### src/rtl/nou_rx_pkg.sv
// Shared types for the NOU receive path: header layout, FSM states and the
// descriptor record queued for software.
package nou_rx_pkg;

  localparam int SID_LSB    = 0;
  localparam int PKT_ID_LSB = 8;
  localparam int SRC_LSB    = 24;
  localparam int DST_LSB    = 32;
  localparam int TID_LSB    = 40;
  localparam int SZ_LSB     = 48;

  typedef enum logic [1:0] {
    IDLE = 2'd0,
    DATA = 2'd1,
    DROP = 2'd2
  } rx_state_e;

  typedef struct packed {
    logic [7:0]  sid;
    logic [15:0] pkt_id;
    logic [7:0]  src_tile_id;
    logic [7:0]  trans_id;
    logic [15:0] data_sz;
    logic        tid_err;
  } rx_desc_t;

endpackage

### src/rtl/rpu_desc_fifo.sv
// Synchronous descriptor FIFO; head entry is always visible, push and pop may
// coincide in one cycle.
module rpu_desc_fifo
  import nou_rx_pkg::*;
#(
  parameter int DEPTH = 4
) (
  input  logic                     clk,
  input  logic                     rstn,
  input  logic                     push,
  input  rx_desc_t                 push_data,
  input  logic                     pop,
  output rx_desc_t                 head,
  output logic [$clog2(DEPTH):0]   cnt
);

  localparam int AW = $clog2(DEPTH);
  localparam int CW = AW + 1;
  localparam logic [CW-1:0] FULL_CNT = CW'(DEPTH);

  rx_desc_t        mem [DEPTH];
  logic [AW-1:0]   wr_ptr;
  logic [AW-1:0]   rd_ptr;
  logic            do_push;
  logic            do_pop;

  assign do_pop  = pop && (cnt != '0);
  // A full FIFO may still take a push when the head leaves in the same cycle.
  assign do_push = push && ((cnt != FULL_CNT) || do_pop);
  assign head    = mem[rd_ptr];

  always_ff @(posedge clk) begin
    if (do_push) mem[wr_ptr] <= push_data;
  end

  always_ff @(posedge clk) begin
    if (!rstn) begin
      wr_ptr <= '0;
      rd_ptr <= '0;
      cnt    <= '0;
    end else begin
      if (do_push) wr_ptr <= wr_ptr + AW'(1);
      if (do_pop)  rd_ptr <= rd_ptr + AW'(1);
      case ({do_push, do_pop})
        2'b10:   cnt <= cnt + CW'(1);
        2'b01:   cnt <= cnt - CW'(1);
        default: cnt <= cnt;
      endcase
    end
  end

endmodule

### src/rtl/rpu_pkt_rx.sv
// NOU receive packet unit: decodes single-flit headers, forwards local payload
// with zero latency, drops foreign packets and queues a descriptor per packet.
module rpu_pkt_rx
  import nou_rx_pkg::*;
#(
  parameter int FLIT_W = 64,
  parameter int DEPTH  = 4
) (
  input  logic              clk,
  input  logic              rstn,
  input  logic [7:0]        my_tile_id,
  input  logic              flit_vld,
  input  logic [FLIT_W-1:0] flit_data,
  output logic              flit_rdy,
  output logic              dat_vld,
  output logic [FLIT_W-1:0] dat_data,
  output logic              dat_last,
  input  logic              dat_rdy,
  output logic              desc_vld,
  input  logic              desc_rdy,
  output logic [7:0]        desc_sid,
  output logic [15:0]       desc_pkt_id,
  output logic [7:0]        desc_src_tile_id,
  output logic [7:0]        desc_trans_id,
  output logic [15:0]       desc_data_sz,
  output logic              desc_tid_err,
  output logic [15:0]       drop_cnt,
  output rx_state_e         state
);

  localparam int CW = $clog2(DEPTH) + 1;
  localparam logic [CW-1:0] FULL_CNT = CW'(DEPTH);

  // Every channel transfers on the cycle where valid and ready are both high;
  // valid never waits on ready, and data is only meaningful while valid is high.

  logic [CW-1:0] fifo_cnt;
  logic [15:0]   rem_cnt;
  logic [7:0]    exp_tid;
  rx_desc_t      cur;
  rx_desc_t      hdr_desc;
  rx_desc_t      push_desc;
  rx_desc_t      head;
  logic          push;
  logic          hdr_acc;
  logic          local_hit;
  logic          xfer;

  assign hdr_desc = '{
    sid:         flit_data[SID_LSB +: 8],
    pkt_id:      flit_data[PKT_ID_LSB +: 16],
    src_tile_id: flit_data[SRC_LSB +: 8],
    trans_id:    flit_data[TID_LSB +: 8],
    data_sz:     flit_data[SZ_LSB +: 16],
    tid_err:     (flit_data[TID_LSB +: 8] != exp_tid)
  };

  assign local_hit = (flit_data[DST_LSB +: 8] == my_tile_id);
  assign hdr_acc   = (state == IDLE) && flit_vld && flit_rdy;
  assign xfer      = flit_vld && flit_rdy;
  assign dat_data  = flit_data;

  always_comb begin
    flit_rdy  = 1'b0;
    dat_vld   = 1'b0;
    dat_last  = 1'b0;
    push      = 1'b0;
    push_desc = cur;
    case (state)
      IDLE: begin
        flit_rdy = (fifo_cnt != FULL_CNT);
        if (hdr_acc && local_hit && (hdr_desc.data_sz == 16'd0)) begin
          push      = 1'b1;
          push_desc = hdr_desc;
        end
      end
      DATA: begin
        flit_rdy = dat_rdy;
        dat_vld  = flit_vld;
        dat_last = (rem_cnt == 16'd1);
        push     = xfer && (rem_cnt == 16'd1);
      end
      DROP: flit_rdy = 1'b1;
      default: flit_rdy = 1'b0;
    endcase
  end

  always_ff @(posedge clk) begin
    if (!rstn) begin
      state    <= IDLE;
      rem_cnt  <= '0;
      exp_tid  <= '0;
      drop_cnt <= '0;
      cur      <= '0;
    end else begin
      case (state)
        IDLE: begin
          if (hdr_acc) begin
            rem_cnt <= hdr_desc.data_sz;
            cur     <= hdr_desc;
            if (local_hit) begin
              exp_tid <= hdr_desc.trans_id + 8'd1;
              if (hdr_desc.data_sz != 16'd0) state <= DATA;
            end else begin
              if (drop_cnt != 16'hFFFF) drop_cnt <= drop_cnt + 16'd1;
              if (hdr_desc.data_sz != 16'd0) state <= DROP;
            end
          end
        end
        DATA, DROP: begin
          if (xfer) begin
            rem_cnt <= rem_cnt - 16'd1;
            if (rem_cnt == 16'd1) state <= IDLE;
          end
        end
        default: state <= IDLE;
      endcase
    end
  end

  rpu_desc_fifo #(.DEPTH(DEPTH)) u_fifo (
    .clk       (clk),
    .rstn      (rstn),
    .push      (push),
    .push_data (push_desc),
    .pop       (desc_rdy),
    .head      (head),
    .cnt       (fifo_cnt)
  );

  assign desc_vld         = (fifo_cnt != '0);
  assign desc_sid         = head.sid;
  assign desc_pkt_id      = head.pkt_id;
  assign desc_src_tile_id = head.src_tile_id;
  assign desc_trans_id    = head.trans_id;
  assign desc_data_sz     = head.data_sz;
  assign desc_tid_err     = head.tid_err;

endmodule

### config.mk
export PLATFORM = sky130hd
export DESIGN_NAME = rpu_pkt_rx
export DESIGN_NICKNAME = d
export VERILOG_FILES = /design/src/rtl/nou_rx_pkg.sv /design/src/rtl/rpu_desc_fifo.sv /design/src/rtl/rpu_pkt_rx.sv
export SDC_FILE = /design/constraint.sdc
export NUM_CORES = 1
export LEC_CHECK = 0
export CORE_UTILIZATION = 51
export CTS_BUF_LIST = sky130_fd_sc_hd__clkbuf_4 sky130_fd_sc_hd__clkbuf_8
export CTS_CLUSTER_SIZE = 12
export DETAILED_ROUTE_END_ITERATION = 6
export PLACE_DENSITY = 0.79
export SYNTH_ARGS = -nofsm -noshare
export SYNTH_HDL_FRONTEND = slang
export SYNTH_SLANG_ARGS = --single-unit
### constraint.sdc
create_clock -name clk -period 7.52 [get_ports clk]
set_clock_uncertainty 0.05 [all_clocks]
set_input_delay 1.504 -clock clk [delete_from_list [all_inputs] [get_ports clk]]
set_output_delay 1.504 -clock clk [all_outputs]
set_load 0.01 [all_outputs]
# Yosys cells after proc, flatten, opt, wreduce, memory -nomap -nowiden
# Memories as Yosys holds them, arrays and structs flattened. A register that Yosys moved wholly into a read port is not among the register bits.
# Index checks and enable logic that the tools add are counted.
# W data, S select, Z words.
# totals
ff_bits,106
ramBits,228
input_bits,77
out_inout_bits,143
elab_cells,78
memories,1
# mem_list
memory,depth,width,rd,rd_clocked_by_memory_dff,write_ports,line,rtl
u_fifo.mem,4,57,1,1,1,rpu_desc_fifo.sv:21,rx_desc_t mem [DEPTH];
# classes
addsub,7
n_eq_ne,13
n_mux,22
bitwise_logic,1
reduce_logical,21
# op_table
cell,count
$mux W57,2
$mux W16,2
$pmux W16 S2,1
$add A16 B1 Y16 const B,1
$eq A16 B1 Y1 const B,1
$logic_not A16 Y1,1
$mux W2,8
$ne A16 B16 Y1 const B,1
$reduce_bool A16 Y1,1
$sub A16 B1 Y16 const B,1
$add A8 B1 Y8 const B,1
$eq A8 B8 Y1,1
$logic_and A1 B1 Y1,8
$ne A8 B8 Y1,1
$reduce_and A4 Y1,2
$ne A2 B2 Y1 const B,3
$pmux W3 S2,1
$reduce_and A3 Y1,2
$mux W1,5
$add A2 B1 Y2 const B,2
$eq A2 B1 Y1 const B,2
$eq A2 B2 Y1 const B,2
$pmux W2 S2,1
$reduce_bool A2 Y1,2
12 further kinds,12

# Longest topological paths before layout
# Gate-level depths: netlist (run 1).
# depth
depth_word,10
ltp_mapped,14
depth_no_buf,13

# By module
# Synthesis (run 1) repeated with hierarchy kept, for this count alone.
# unflattened
hier_cells,1075
area_unflattened_um2,14572.7
# by_module_without_submodules
module,n_inst,cells_each,area_per_inst_um2,seq_area_each_um2
rpu_desc_fifo,1,361,8768.4,7026.7
rpu_pkt_rx,1,714,5804.3,1981.9

# Least setup slack after synthesis (run 1)
# OpenSTA, ideal clock, no wires.
# synth_path
kind,input to register
from,in flit_vld
to,mem u_fifo.mem[0][0] (netlist bit) (enable)
setup_ns,0.554
t_arrival_ns,6.604
t_required_ns,6.916
setup_slack_ns,0.312
path_stages,5
path_buffers,1
cell_sequence,nor2b_1 > o21ai_0 > or2_2 > clkbuf_1 > nor3b_1
# synth_between
elab_chain_cells,9
elab_cells_between_ends,11
classes_between,4 x mux; 7 x reduce/logical
# synth_lines
element,line,rtl
start: declaration,rpu_pkt_rx.sv:12,"input logic flit_vld,"
$logic_and A1 B1 Y1 (2 in series),rpu_pkt_rx.sv:59,assign hdr_acc = (state == IDLE) && flit_vld && flit_rdy;
$logic_and A1 B1 Y1 (2 in series),rpu_pkt_rx.sv:72,if (hdr_acc && local_hit && (hdr_desc.data_sz == 16'd0)) begin
$mux W1,rpu_pkt_rx.sv:72,
$pmux W1 S2 (*),rpu_pkt_rx.sv:69,case (state)
$logic_and A1 B1 Y1 (*),rpu_desc_fifo.sv:29,assign do_push = push && ((cnt != FULL_CNT) || do_pop);
$mux W1 (*),rpu_desc_fifo.sv:33,if (do_push) mem[wr_ptr] <= push_data;
$mux W1 (implied by the code) (*),rpu_desc_fifo.sv:33,
end: declaration,rpu_desc_fifo.sv:21,
# Every way passes the cells marked *; elsewhere a longest branch is shown, timed or not.

==> impl_metrics.json, run 1 <==
{
  "critPathMaxStageDelay_ns": 0.65,
  "die_area_sq_um": 29300,
  "tns_ns": 0,
  "min_path_type": "reg2reg",
  "ys_seq_area_frac": 0.617,
  "crit_arrival_ns": 3.03,
  "p_leak_nw": 6.01,
  "synthToLayoutAreaGrowth_pct": 21.4,
  "clock_path_buffers": 3,
  "grt_max_degree": 60,
  "switching_power_mw": 1.15,
  "finalSetupViolations": 0,
  "cts_setup_buffers": 0,
  "avgSynthCellArea_sq_um": 13.4,
  "syn_inst": 1091,
  "wl_per_cell_um": 18.5,
  "clk_pin_slew_worst_paths_ns": 0.06,
  "tightest_slew_ns": 0.960,
  "drt_pre_antenna_iters": 5,
  "dieWidth_um": 171,
  "slew_viol_final": 0,
  "p_comb_frac": 0.157,
  "core_area_sq_um": 27900,
  "drive_gt1_frac": 0.170,
  "cp.required_ns": 5.97,
  "synthFlopType": "edfxtp_1",
  "period_share": 0.609,
  "wl_met1_um": 13100,
  "slew_headroom": 0.360,
  "postRouteAntennaNets": 0,
  "first_iter_violations": 574,
  "synth.net_count": 1182,
  "rows": 61,
  "multiInputGateArea_sq_um": 4820,
  "met2WireLength_um": 15200,
  "switching_share": 0.265,
  "path_buf_inv": 2,
  "yosysWarnings": 0,
  "finalHoldViolCount": 0,
  "port_buffers": 219,
  "antenna_found_initial": 0,
  "cts_tree": "yes",
  "groute.usage.overall": 0.214,
  "diodes": 0,
  "path_max_fanout": 34,
  "via_per_inst": 5.52,
  "worstPathCellList": "buf_4 > mux4_2 > clkdlybuf4s50_1",
  "cts.sink_count": 336,
  "vias": 9240,
  "fin_crit_ns": 4.58,
  "mappedNetlistArea_sq_um": 14600,
  "nFillCells": 2099,
  "io_pins": 220,
  "power_frac_seq": 0.492,
  "cts_made_buffers": 51,
  "drc": 0,
  "final_cell_mix": "edfxtp_1, clkdlybuf4s50_1, nand2_1, dfxtp_1, a21oi_1",
  "routed-wl-met3_um": 2170,
  "dp_hpwl_um": 18800,
  "clk_latency_ns": 0.57,
  "fmaxAchievable_ghz": 0.218,
  "power_mw": 4.33,
  "htreeDepth": 2,
  "dr.max_layer_used": "met4",
  "final_common_cell": "edfxtp_1",
  "regArea_sq_um": 9010,
  "synth_edf_count": 228,
  "powerDensity_nw_per_um2": 245,
  "root_buffer": "clkbuf_8",
  "critPathLaunchType": "flop",
  "critPathTopFamily": "buffers and inverters",
  "rsz0062_at_grt": "false",
  "grt_pass1_wl_um": 48300,
  "gp_congestion": 0.862,
  "grt_pass1_vias": 9296,
  "ys_types": 66,
  "p_int_mw": 3.19,
  "hold_buffers": 0,
  "critPathKind": "reg2out",
  "die_h_um": 171,
  "power_frac_clock": 0.351,
  "status": "finished, final reports clean",
  "cts_resized": 0,
  "nets": 1345,
  "cp-end-kind": "output pin",
  "initial_core_util": 0.522,
  "critical-path-slowest-cell": "dfxtp_4",
  "wl_um": 31000,
  "drv_cap": 0,
  "synthArstFlopShare": 0,
  "grt_overflow": 0,
  "synth-seq-cells": 336,
  "ir_drop_mv": 0.178
}
final cells by class:
class | count | area share
Inverter | 14 | 0.00304
Timing Repair Buffer | 232 | 0.129
Clock buffer | 74 | 0.0508
Clock inverter | 22 | 0.00911
Tap cell | 378 | 0.0267
Multi-Input combinational cell | 619 | 0.272
Sequential cell | 336 | 0.509
cells in the mapped netlist, types with 3 or more instances:
cell type / count / area [sq um]
o21a_1: 3 / 22.5
or3_1: 7 / 43.8
o31ai_1: 6 / 45.0
and4_1: 6 / 52.6
ha_1: 13 / 163
o2bb2ai_1: 3 / 26.3
buf_6: 3 / 33.8
o21ai_0: 13 / 65.1
or4_1: 5 / 37.5
buf_2: 12 / 60.1
nand3_1: 17 / 85.1
o211ai_1: 4 / 30.0
mux2i_1: 10 / 100
dfxtp_1: 108 / 2160
nor3_1: 11 / 55.1
nor2_1: 33 / 124
xnor2_1: 11 / 96.3
clkbuf_1: 37 / 139
xor2_1: 15 / 131
a21oi_1: 92 / 460
o21ai_1: 3 / 15.0
mux2_4: 14 / 210
nor3b_1: 5 / 37.5
nand2b_1: 7 / 43.8
buf_1: 5 / 18.8
nand4_1: 11 / 68.8
mux2_2: 27 / 304
nor4_1: 12 / 75.1
edfxtp_1: 228 / 6850
a211oi_1: 7 / 52.6
o41ai_1: 3 / 26.3
a21o_1: 3 / 22.5
buf_4: 65 / 488
mux4_2: 57 / 1280
inv_1: 14 / 52.6
nand2_1: 156 / 586
o32ai_1: 4 / 35.0
o22ai_1: 3 / 18.8
and2_1: 20 / 125
and3_1: 7 / 43.8
through the flow:
step | area (sq um) | util | hold WS (ns) | cells | setup slack [ns]
3_5_place_dp | 16700 | 0.596 | 0.393 | 1579 | 3.04
2_1_floorplan | 14600 | - | 0.382 | 1091 | 0.312
6_report | 17700 | 0.634 | 0.400 | 1675 | 2.94
3_3_place_gp | 16700 | 0.596 | 0.387 | 1579 | 3.08
4_1_cts | 17700 | 0.634 | 0.402 | 1675 | 2.78
5_1_grt | 17700 | 0.634 | 0.420 | 1675 | 2.69
metal layers:
layer,GRT usage,vias up
met2,0.363,348
met4,0.0613,0
met3,0.0419,41
met1,0.279,4500
li1,-,4351
met5,0,-
cell families after synthesis:
kind of cell | count (synthesis) | synth area share
DFF | 336 | 0.617
and+or+nand+nor | 312 | 0.104
AOI/OAI and AO/OA | 159 | 0.0660
buffers and inverters | 136 | 0.0543
muxes | 108 | 0.130
xor gates and xnor gates | 26 | 0.0156
adders and majority gates | 14 | 0.0125
state kept, by name, summed over array words and instances (netlist names), named ones only:
register	count
u_fifo.mem	228
cur	57
drop_cnt	16
rem_cnt	16
exp_tid	8
u_fifo.cnt	3
state	2
u_fifo.rd_ptr	2
u_fifo.wr_ptr	2
path summary, 6_finish.rpt:
| kind | start | endpoint | slack, ns | depth (start not counted) |
|---|---|---|---|---|
| worst max-delay path | flop | desc_data_sz[0] | 2.94 | 3 |
| worst min-delay path | cur[8]$_SDFFE_PN0P_ | cur[8]$_SDFFE_PN0P_ | 0.40 | 2 |
| worst max register to register | state[1]$_SDFFE_PN0P_ | u_fifo.mem[0][56]$_DFFE_PP_ | 4.14 | 8 |
| worst min register to register | cur[8]$_SDFFE_PN0P_ | cur[8]$_SDFFE_PN0P_ | 0.40 | 2 |
power by group through the flow:
stage | Sequential [mW] | Combinational, mW | Clock, mW
after floorplan | 2.16 | 0.463 | 0
after global placement | 2.16 | 0.649 | 0
after detailed placement | 2.17 | 0.669 | 0
after CTS | 2.13 | 0.674 | 1.56
after global routing | 2.14 | 0.746 | 1.63
final | 2.13 | 0.681 | 1.52
worst register-to-register path, delay by kind of cell, from the launching register on:
| kind | cells | cell delay, ns |
|---|---|---|
| AND/OR/NAND/NOR | 4 | 1.09 |
| buffers and inverters | 2 | 0.81 |
| adder cells (fa/ha/maj) | 1 | 0.40 |
| flip-flops | 1 | 0.37 |
| AO/OA/AOI/OAI | 1 | 0.26 |
Power figures use the tool's default switching activity.
==> run 2: changes to the inputs <==
- CORE_UTILIZATION: 51 -> 55
- PLACE_DENSITY: 0.79 -> 0.81
- clock period: 7.52 -> 4.5 ns (I/O delays scaled with it)
==> impl_metrics.json, run 2 (synthesized netlist as in run 1, its figures left out) <==
{
  "status": "finished, final reports clean",
  "grt_pass1_vias": 9429,
  "hold_buffers": 0,
  "drive_gt1_frac": 0.172,
  "instances_no_fill": 1639,
  "finalSetupViolations": 0,
  "final_cell_mix": "edfxtp_1, clkdlybuf4s50_1, nand2_1, dfxtp_1, a21oi_1",
  "reg2regPathDepth": 13,
  "antenna_found_initial": 0,
  "largest-register": "u_fifo.mem",
  "htreeDepth": 2,
  "final_area_sq_um": 17800,
  "slew_headroom": 0.376,
  "dieWidth_um": 165,
  "path_max_fanout": 8,
  "drc": 0,
  "nFillCells": 1826,
  "cts_made_buffers": 52,
  "switching_power_mw": 1.91,
  "via_per_inst": 5.72,
  "fmaxAchievable_ghz": 0.269,
  "cp-end-kind": "output pin",
  "final_common_cell": "edfxtp_1",
  "slew_viol_final": 0,
  "cts_setup_buffers": 0,
  "power_frac_seq": 0.493,
  "largest_reg_flops": 228,
  "fin_crit_ns": 3.72,
  "tightest_slew_ns": 0.929,
  "grt_max_degree": 60,
  "ir_drop_mv": 0.358,
  "clock_path_buffers": 3,
  "p_comb_frac": 0.158,
  "pre_cts_slack_ns": 0.510,
  "powerDensity_nw_per_um2": 406,
  "postRouteAntennaNets": 0,
  "groute.usage.overall": 0.232,
  "drv_cap": 0,
  "root_buffer": "clkbuf_8",
  "drt_pre_antenna_iters": 5,
  "first_iter_violations": 665,
  "switching_share": 0.264,
  "dp_hpwl_um": 19400,
  "tns_ns": 0,
  "place_area_sq_um": 16700,
  "period_share": 0.826,
  "clk_latency_ns": 0.54,
  "cp.required_ns": 3.55,
  "crit_arrival_ns": 2.77,
  "initial_core_util": 0.560,
  "critPathKind": "reg2out",
  "regArea_sq_um": 9010,
  "io_pins": 220,
  "diodes": 0,
  "wl_um": 31300,
  "clk_pin_slew_worst_paths_ns": 0.07,
  "critPathLaunchType": "flop",
  "grt_overflow": 0,
  "p_leak_nw": 6.08,
  "core_area_sq_um": 26100,
  "cts.sink_count": 336,
  "die_area_sq_um": 27200,
  "gp_congestion": 0.858,
  "min_path_type": "reg2reg",
  "dp.cells": 1543,
  "finalHoldViolCount": 0,
  "grt_pass1_wl_um": 48700,
  "vias": 9373,
  "p_int_mw": 5.31,
  "rows": 59,
  "wl_per_cell_um": 19.1,
  "nets": 1353,
  "power_frac_clock": 0.348,
  "top_regs": "u_fifo.mem x228, cur x57",
  "setup_slack_ns": 0.784,
  "cts_tree": "yes",
  "port_buffers": 219,
  "synthToLayoutAreaGrowth_pct": 21.9,
  "cts_resized": 0,
  "multiInputGateArea_sq_um": 4850,
  "die_h_um": 165,
  "min_path_cells": 2,
  "rsz0062_at_grt": "false"
}
## run 2: routing by layer
layer	track usage	up-vias	share of wire
met4	0.0580	0	0.010
met2	0.403	354	0.50
li1	-	4367	-
met1	0.301	4624	0.42
met5	0	-	0
met3	0.0432	28	0.073
## run 2: final timing paths
path                                               start                          to  slack [ns]
worst max-delay path            rem_cnt[10]$_SDFFE_PN0P_                    dat_last        0.78
worst min-delay path                cur[30]$_SDFFE_PN0P_        cur[30]$_SDFFE_PN0P_        0.40
worst max register to register     state[0]$_SDFFE_PN0P_  u_fifo.cnt[2]$_SDFFE_PN0P_        1.06
worst min register to register      cur[30]$_SDFFE_PN0P_        cur[30]$_SDFFE_PN0P_        0.40
## run 2: worst max-delay path, stage by stage, from the launching register on
cell and delay (ns):
dfxtp_1 0.38, or4_4 0.60, nor4b_2 0.32, and4_1 0.35, clkdlybuf4s50_1 0.58
## run 2: area by class of cell
cell class | count | share of cell area
Clock buffer | 75 | 0.0520
Clock inverter | 21 | 0.00710
Inverter | 14 | 0.00302
Multi-Input combinational cell | 619 | 0.272
Sequential cell | 336 | 0.507
Tap cell | 335 | 0.0236
Timing Repair Buffer | 239 | 0.135
## run 2: per-stage QoR
step / utilization / hold slack (ns) / power, mW
2_1_floorplan: - / 0.382 / 4.38
3_3_place_gp: 0.642 / 0.387 / 4.72
3_5_place_dp: 0.642 / 0.393 / 4.75
4_1_cts: 0.683 / 0.402 / 7.26
5_1_grt: 0.683 / 0.418 / 7.53
6_report: 0.683 / 0.401 / 7.22
## run 2: power groups by stage
stage	logic, mW	clock network (mW)	registers [mW]
after detailed placement	1.13	0	3.62
after global placement	1.10	0	3.62
final	1.14	2.51	3.56
after CTS	1.14	2.56	3.56
after floorplan	0.776	0	3.60
after global routing	1.26	2.69	3.58
